### config.mk
export PLATFORM = sky130hd
export DESIGN_NAME = delay_sum_beamformer
export DESIGN_NICKNAME = d
export VERILOG_FILES = /design/src/rtl/beamformer_pkg.sv /design/src/rtl/sample_ring.sv /design/src/rtl/delay_sum_beamformer.sv
export SDC_FILE = /design/constraint.sdc
export NUM_CORES = 2
export LEC_CHECK = 0
export ABC_AREA = 0
export CAP_MARGIN = 20
export CELL_PAD_IN_SITES_DETAIL_PLACEMENT = 0
export CELL_PAD_IN_SITES_GLOBAL_PLACEMENT = 2
export CORE_AREA = 5 5 436 352
export DETAILED_ROUTE_END_ITERATION = 16
export DIE_AREA = 0 0 441 357
export PLACE_DENSITY = 0.83
export SLEW_MARGIN = 5
export SYNTH_ARGS = -nofsm -noshare
export SYNTH_HDL_FRONTEND = slang
export SYNTH_SLANG_ARGS = --single-unit
### constraint.sdc
create_clock -name clk -period 8.6 [get_ports clk]
set_input_delay 2.58 -clock clk [delete_from_list [all_inputs] [get_ports clk]]
set_output_delay 2.58 -clock clk [all_outputs]
set_load 0.01 [all_outputs]
### src/rtl/beamformer_pkg.sv
// Shared constants and types for the delay-and-sum beamformer stage.
// Channel samples are signed; the beam sum has two guard bits so a 3-channel add never overflows.
package beamformer_pkg;
  localparam int CH_W  = 32;
  localparam int NCH   = 3;
  localparam int DEPTH = 16;
  localparam int DLY_W = 4;

  typedef logic signed [CH_W-1:0] sample_t;
  typedef logic signed [CH_W+1:0] beam_t;

  typedef enum logic {
    PRIMING = 1'b0,
    RUN     = 1'b1
  } state_t;
endpackage

### src/rtl/sample_ring.sv
// Circular sample history: one write port for the whole channel set, one read port per channel.
// A zero delay bypasses the array so the sample being written this cycle is used directly.
module sample_ring
  import beamformer_pkg::*;
(
  input  logic                   clk,
  input  logic                   wr_en,
  input  logic [DLY_W-1:0]       wr_ptr,
  input  logic [NCH*CH_W-1:0]    wr_data,
  input  logic [NCH*DLY_W-1:0]   rd_dly,
  output logic [NCH*CH_W-1:0]    rd_data
);
  logic [NCH*CH_W-1:0] mem [DEPTH];

  // History is never cleared; the caller's fill gating keeps stale entries out of the sum.
  always_ff @(posedge clk) begin
    if (wr_en) mem[wr_ptr] <= wr_data;
  end

  genvar gi;
  generate
    for (gi = 0; gi < NCH; gi++) begin : g_rd
      logic [DLY_W-1:0] dly;
      logic [DLY_W-1:0] rd_addr;
      assign dly     = rd_dly[gi*DLY_W +: DLY_W];
      assign rd_addr = wr_ptr - dly;
      assign rd_data[gi*CH_W +: CH_W] = (dly == '0) ? wr_data[gi*CH_W +: CH_W]
                                                    : mem[rd_addr][gi*CH_W +: CH_W];
    end
  endgenerate
endmodule

### src/rtl/delay_sum_beamformer.sv
// Delays each filtered channel by a programmable sample count and sums the aligned channels.
// Output is held off until enough samples have been written since reset or the last cfg_load.
module delay_sum_beamformer
  import beamformer_pkg::*;
(
  input  logic                     clk,
  input  logic                     rst,
  input  logic                     in_valid,
  input  logic [NCH*CH_W-1:0]      in_data,
  input  logic                     cfg_load,
  input  logic [NCH*DLY_W-1:0]     delay_cfg,
  output logic                     out_valid,
  output logic signed [CH_W+1:0]   out_data,
  output logic                     primed
);
  state_t                state_reg, state_next;
  logic [DLY_W-1:0]      wr_ptr_reg;
  logic [DLY_W:0]        fill_reg, fill_next;
  logic [NCH*DLY_W-1:0]  dly_reg, dly_eff;
  logic [DLY_W-1:0]      dmax;
  logic [NCH*CH_W-1:0]   rd_data;
  beam_t                 sum;
  logic                  fire;

  // A load applies to the sample arriving in the same cycle.
  assign dly_eff = cfg_load ? delay_cfg : dly_reg;

  always_comb begin
    dmax = '0;
    for (int k = 0; k < NCH; k++) begin
      if (dly_eff[k*DLY_W +: DLY_W] > dmax) dmax = dly_eff[k*DLY_W +: DLY_W];
    end
  end

  always_comb begin
    fill_next = cfg_load ? '0 : fill_reg;
    if (in_valid && fill_next != (DLY_W+1)'(DEPTH)) fill_next = fill_next + (DLY_W+1)'(1);
  end

  assign fire = in_valid && (fill_next > {1'b0, dmax});

  sample_ring u_ring (
    .clk     (clk),
    .wr_en   (in_valid),
    .wr_ptr  (wr_ptr_reg),
    .wr_data (in_data),
    .rd_dly  (dly_eff),
    .rd_data (rd_data)
  );

  always_comb begin
    sum = '0;
    for (int k = 0; k < NCH; k++) begin
      sum = sum + {{2{rd_data[k*CH_W + CH_W - 1]}}, rd_data[k*CH_W +: CH_W]};
    end
  end

  always_comb begin
    state_next = state_reg;
    if (cfg_load) state_next = PRIMING;
    if (fire)     state_next = RUN;
  end

  always_ff @(posedge clk or negedge rst) begin
    if (!rst) begin
      state_reg  <= PRIMING;
      wr_ptr_reg <= '0;
      fill_reg   <= '0;
      dly_reg    <= '0;
      out_valid  <= 1'b0;
      out_data   <= '0;
    end else begin
      state_reg <= state_next;
      fill_reg  <= fill_next;
      out_valid <= fire;
      if (in_valid) wr_ptr_reg <= wr_ptr_reg + 1'b1;
      if (cfg_load) dly_reg <= delay_cfg;
      if (fire)     out_data <= sum;
    end
  end

  assign primed = (state_reg == RUN);
endmodule

# --- After elaboration in Yosys (flattened, before gate mapping) ---
# Memory sizes are Yosys's and may differ from the RTL's.
# Index checks and enable logic that the tools add are counted.
totals:
  mem_bits_rw: 1536
  reg_bits: 57
  out_inout_bits: 36
  elab_cells: 38
  rom_bits: 0
  latchBits: 0
  input_bits: 112
  n_memories: 1
op_classes:
  n_addsub: 7
  bitwise_logic: 0
  muxes: 13
  n_reduce_logical: 6
  eq_ne: 1
  div_mod_pow: 0
  magnitude_cmp: 4
  n_mul: 0
  n_shift: 0
mem_list:
  columns: ["memory", "words", "width", "rd", "rd_ports_with_merged_regs", "write_ports", "line_no", "source"]
  rows:
  - ["u_ring.mem", 16, 96, 3, 0, 1, "sample_ring.sv:13", "logic [NCH*CH_W-1:0] mem [DEPTH];"]
op_table:
  columns: ["cell", "count"]
  rows:
  - ["32-bit 2-to-1 mux", 3]
  - ["33-bit by 32-bit adder with 34-bit output", 1]
  - ["32-bit by 32-bit adder with 33-bit output", 1]
  - ["4-bit logical NOT", 3]
  - ["12-bit 2-to-1 mux", 1]
  - ["4-bit 2-to-1 mux", 3]
  - ["4-bit subtractor", 3]
  - ["5-bit 2-to-1 mux", 2]
  - ["4-bit greater-than comparator", 2]
  - ["5-bit by 1-bit adder with 5-bit output, second input constant", 1]
  - ["5-bit by 4-bit greater-than comparator with 1-bit output", 1]
  - ["5-bit inequality test, second input constant", 1]
  - ["4-bit by 1-bit adder with 4-bit output, second input constant", 1]
  - ["4-bit by 1-bit greater-than comparator with 1-bit output, second input constant", 1]
  - ["1-bit 2-to-1 mux", 4]
  - ["1-bit logical AND", 2]
  - ["2-bit nonzero test", 1]

# --- Logic depth before layout (Yosys ltp) ---
logic_depth:
  ltp_word: 10
  ltp_mapped: 27
  ltp_nobuf: 25

# --- By module ---
# From an unflattened synthesis, not the netlist that was laid out.
unflattened:
  hier_cells: 3035
  area_unflattened_um2: 64723.3
modules_own_cells:
  columns: ["module", "n_inst", "cells_each", "area_each_um2", "seq_area_each_um2"]
  rows:
  - ["sample_ring", 1, 2512, 59699.8, 46124.2]
  - ["delay_sum_beamformer", 1, 523, 5023.6, 1426.4]

# --- Worst setup path before layout ---
# Ideal clock, no wire load.
synth_timing:
  path_type: "input to register"
  startpoint: "input port in_valid"
  endpoint: "memory u_ring.mem[3][0] in the netlist's numbering (enable)"
  setup_slack_ps: -1626
  n_path_buf: 1
  required_time_ps: 7932
  setup_ps: 668
  cell_stages: 3
  t_arrival_ps: 9558
  path_cell_list: "clkbuf_1 -> nand2_1 -> nor3_1"
synth_via:
  elab_chain_cells: 2
synth_lines:
  columns: ["element", "line_no", "source"]
  rows:
  - ["from (decl)", "delay_sum_beamformer.sv:8", "input logic in_valid,"]
  - ["1-bit 2-to-1 mux", "sample_ring.sv:17", "if (wr_en) mem[wr_ptr] <= wr_data;"]
  - ["1-bit 2-to-1 mux (not written as such)", "sample_ring.sv:17", null]
  - ["to (decl)", "sample_ring.sv:13", null]
# No other way between the ends.

# --- Worst setup path in the final report ---
layout_timing:
  startpoint: "input port cfg_load"
  endpoint: "register out_data[25]"
layout_via:
  word_cells_on_any_way: 26
  cone_classes: "6 x add/sub; 4 x order compare; 1 x eq/ne; 9 x mux; 5 x reduce/logical; 1 x memory"
layout_rtl:
  columns: ["element", "line_no", "source"]
  rows:
  - ["from (decl)", "delay_sum_beamformer.sv:10", "input logic cfg_load,"]
  - ["12-bit 2-to-1 mux *", null, null]
  - ["named net dly_eff[4]", "delay_sum_beamformer.sv:19", "logic [NCH*DLY_W-1:0] dly_reg, dly_eff;"]
  - ["parallel branches: the longest is 6 deep, another holds memory 16 x 96 bit", null, null]
  - ["to (signal assigned)", "delay_sum_beamformer.sv:78", "if (fire) out_data <= sum;"]
  - ["to (decl)", "delay_sum_beamformer.sv:13", "output logic signed [CH_W+1:0] out_data,"]
# Mark *: on every way through the listed nets, which the timed path passes.
# A chain may end at the register's enable or synchronous reset.

==> flow_summary.json <==
{
  "grt_pass1_wl_um": 239500,
  "syn2layout_area_growth_pct": 18.46,
  "cp_max_fo": 18,
  "yosysSeqAreaShare_pct": 73.39,
  "synth-simple-area-share_pct": 3.702,
  "ys_top_cells_by_area": "edfxtp_1 71%, mux4_2 13%, dfrtp_1 2.2%, nand2_1 1.9%, ha_1 1.1%",
  "numPortBuffers": 147,
  "rsz0062_at_grt": "false",
  "status": "finished, final reports clean",
  "cts_hold_buffers": 0,
  "wl_per_cell_um": 27.39,
  "route.met3.wl_um": 11620,
  "drtIter0Drc": 3491,
  "setup_viol": 0,
  "holdPathEnd": "out_data[0]",
  "top_layer_used": "met5",
  "postSynthCellCount": 3352,
  "initial_core_util_pct": 43.56,
  "finalWorstSetupSlack_ns": 0.5545,
  "critPathCaptureType": "flop",
  "start_kind": "input pin",
  "max_slew_margin_pct": 33.95,
  "clk_latency_ns": 0.79,
  "hold_path.class": "flop to flop",
  "synth-xor-area-share_pct": 0.6971,
  "dieArea_sq_mm": 0.1574,
  "synthDistinctLibCells": 73,
  "rows": 127,
  "finClkSkew_ns": 0.02698,
  "synth_common_cells": "1536 x edfxtp_1, 384 x mux4_2, 332 x nand2_1, 120 x a21oi_1, 86 x clkbuf_1",
  "via_per_inst": 5.744,
  "finalCritPeriodShare_pct": 93.55,
  "reg2reg_slack_ns": 2.44,
  "ctsResizeCount": 0,
  "postCtsSetupRepairBufs": 0,
  "cts_inserted_buffers": 157,
  "drive_above_1_share_pct": 25.87,
  "largest_reg_flops": 1536,
  "synth_top_family_by_area": "multiplexers",
  "pre_cts_slack_ns": -0.1452,
  "min_path_cells": 2,
  "postRouteAntennaNets": 0,
  "synth_top_area_cell": "edfxtp_1",
  "drt_pass1_iterations": 5,
  "dpl.hpwl_um": 94220,
  "max_freq_ghz": 0.1243,
  "synth_edf_count": 1536,
  "hold_start": "out_data[0]",
  "worst_pin_slew_ns": 0.9875,
  "post-route-drc-count": 0,
  "synth_adder_area_share_pct": 2.252,
  "path_class": "input pin to flop",
  "worstPathArrival_ns": 8.72,
  "io_pins": 148,
  "synth-compound-area-share_pct": 4.534,
  "period_minus_slack_ns": 8.045,
  "cts_tree": "done",
  "yosysMostFrequentCell": "edfxtp_1",
  "wl_met2_um": 77920,
  "worstReg2RegStart": "wr_ptr_reg[0]",
  "synth_fp_nets": 3559,
  "clk_pin_slew_worst_paths_ns": 0.06,
  "reg2reg_depth": 20,
  "grt_pass1_vias": 34485,
  "yosysWarnings": 0,
  "synth.area.mux_share_pct": 13.75,
  "grt_start_max_net_pins": 97,
  "cts_buffer_depth": 3,
  "synthesis.area_sq_mm": 0.06479,
  "core_sq_mm": 0.1487,
  "cts_sinks": 1593,
  "yosys.area.top_type_share_pct": 71.19,
  "async_flop_share_pct": 3.578,
  "cap_violations": 0,
  "overflow": 0,
  "required_ns": 9.27,
  "htree_levels": 4,
  "vias": 34286,
  "ys_ff_latch": 1593,
  "die_w_um": 441,
  "reg2reg_to": "out_data[25]",
  "gp_congestion": 0.8310,
  "clock-root-buffer": "clkbuf_16",
  "die_h_um": 357,
  "avgSynthCellArea_sq_um": 19.33,
  "antenna_found_initial": 13,
  "layout.nets": 4048,
  "grtUsageTotal_pct": 20.88,
  "synth_ff_type": "edfxtp_1",
  "drt-met1-wl_um": 70110,
  "drv_slew": 0,
  "wl_um": 163500,
  "hold_violations": 0
}
cells by family after synthesis:
| family | Yosys count |
|---|---|
| adder cells (fa/ha/maj) | 95 |
| AO/OA/AOI/OAI | 435 |
| XOR/XNOR | 40 |
| multiplexers | 406 |
| AND/OR/NAND/NOR | 526 |
| flip-flops | 1593 |
| buffers and inverters | 257 |
layer usage:
| layer | vias to the layer above | global-route usage, % |
|---|---|---|
| met1 | 18161 | 30.43 |
| met3 | 227 | 3.602 |
| met4 | 6 | 5.343 |
| li1 | 14619 | - |
| met5 | - | 0 |
| met2 | 1273 | 33.06 |
cells in the final DEF, fill, tap and decap left out, types with 12 or more instances in the layout:
cell | netlist | final
a311oi_1 | 79 | 79
bufinv_16 | 0 | 15
mux2_2 | 13 | 13
a211oi_1 | 85 | 85
clkbuf_1 | 86 | 33
mux4_2 | 384 | 384
buf_4 | 8 | 311
clkinv_1 | 0 | 39
buf_12 | 0 | 49
clkbuf_16 | 0 | 159
and2_1 | 83 | 83
nand2_1 | 332 | 332
nor2_1 | 29 | 17
nor2_4 | 0 | 12
a21oi_1 | 120 | 120
a21o_1 | 20 | 20
xnor2_1 | 18 | 15
clkdlybuf4s50_1 | 0 | 146
edfxtp_1 | 1536 | 1536
ha_1 | 59 | 56
xor2_1 | 16 | 13
nand3_1 | 31 | 31
o21ai_0 | 78 | 78
fa_1 | 36 | 33
inv_1 | 78 | 78
dfrtp_1 | 57 | 57
clkinv_2 | 0 | 15
worst max-delay path, stage by stage:
cell	delay, ns
clkdlybuf4s50_1	0.45
buf_4	0.18
mux2_2	0.27
ha_4	0.13
inv_1	0.05
fa_4	0.94
buf_4	0.35
mux4_2	0.36
and2_1	0.17
a211oi_1	0.21
a311oi_1	0.07
a21oi_1	0.62
fa_1	0.54
inv_1	0.07
ha_1	0.26
a21o_1	0.21
a21o_2	0.18
a31o_1	0.23
and4_4	0.23
a211oi_4	0.32
xor2_1	0.20
o21ai_1	0.07
worst max path at each step:
stage          startpoint           end  slack [ns]  depth (start not counted)
2_1_floorplan    cfg_load  out_data[25]        0.55                         25
3_3_place_gp     cfg_load  out_data[21]       -0.10                         22
3_5_place_dp     cfg_load  out_data[25]       -0.15                         22
4_1_cts          cfg_load  out_data[25]        0.68                         22
5_1_grt          cfg_load  out_data[17]        0.36                         22
6_report         cfg_load  out_data[25]        0.55                         22
cell type report:
class	count	area [sq um]
fill	11793	71980
sequential	1593	47550
multi-input combinational	1502	16430
timing repair buffer	508	4810
clock buffer	195	4144
tap	1999	2501
clock inverter	89	1008
inverter	79	299.0
antenna	4	10.01
through the flow:
stage / util (%) / std cells / hold WS (ns) / TNS (ns) / cell area (sq um)
after floorplan: - / 3352 / 0.5085 / 0 / 64810
after global placement: 48.12 / 5680 / 0.4623 / -0.4445 / 71570
after detailed placement: 48.14 / 5681 / 0.4669 / -0.8405 / 71590
after CTS: 51.60 / 5965 / 0.4809 / 0 / 76750
after global routing: 51.60 / 5965 / 0.5206 / 0 / 76750
final: 51.61 / 5969 / 0.4790 / 0 / 76760
Power is left out: the tool's default activity adds up to more than one toggle a clock period on the data nets, which glitch-free logic cannot reach.
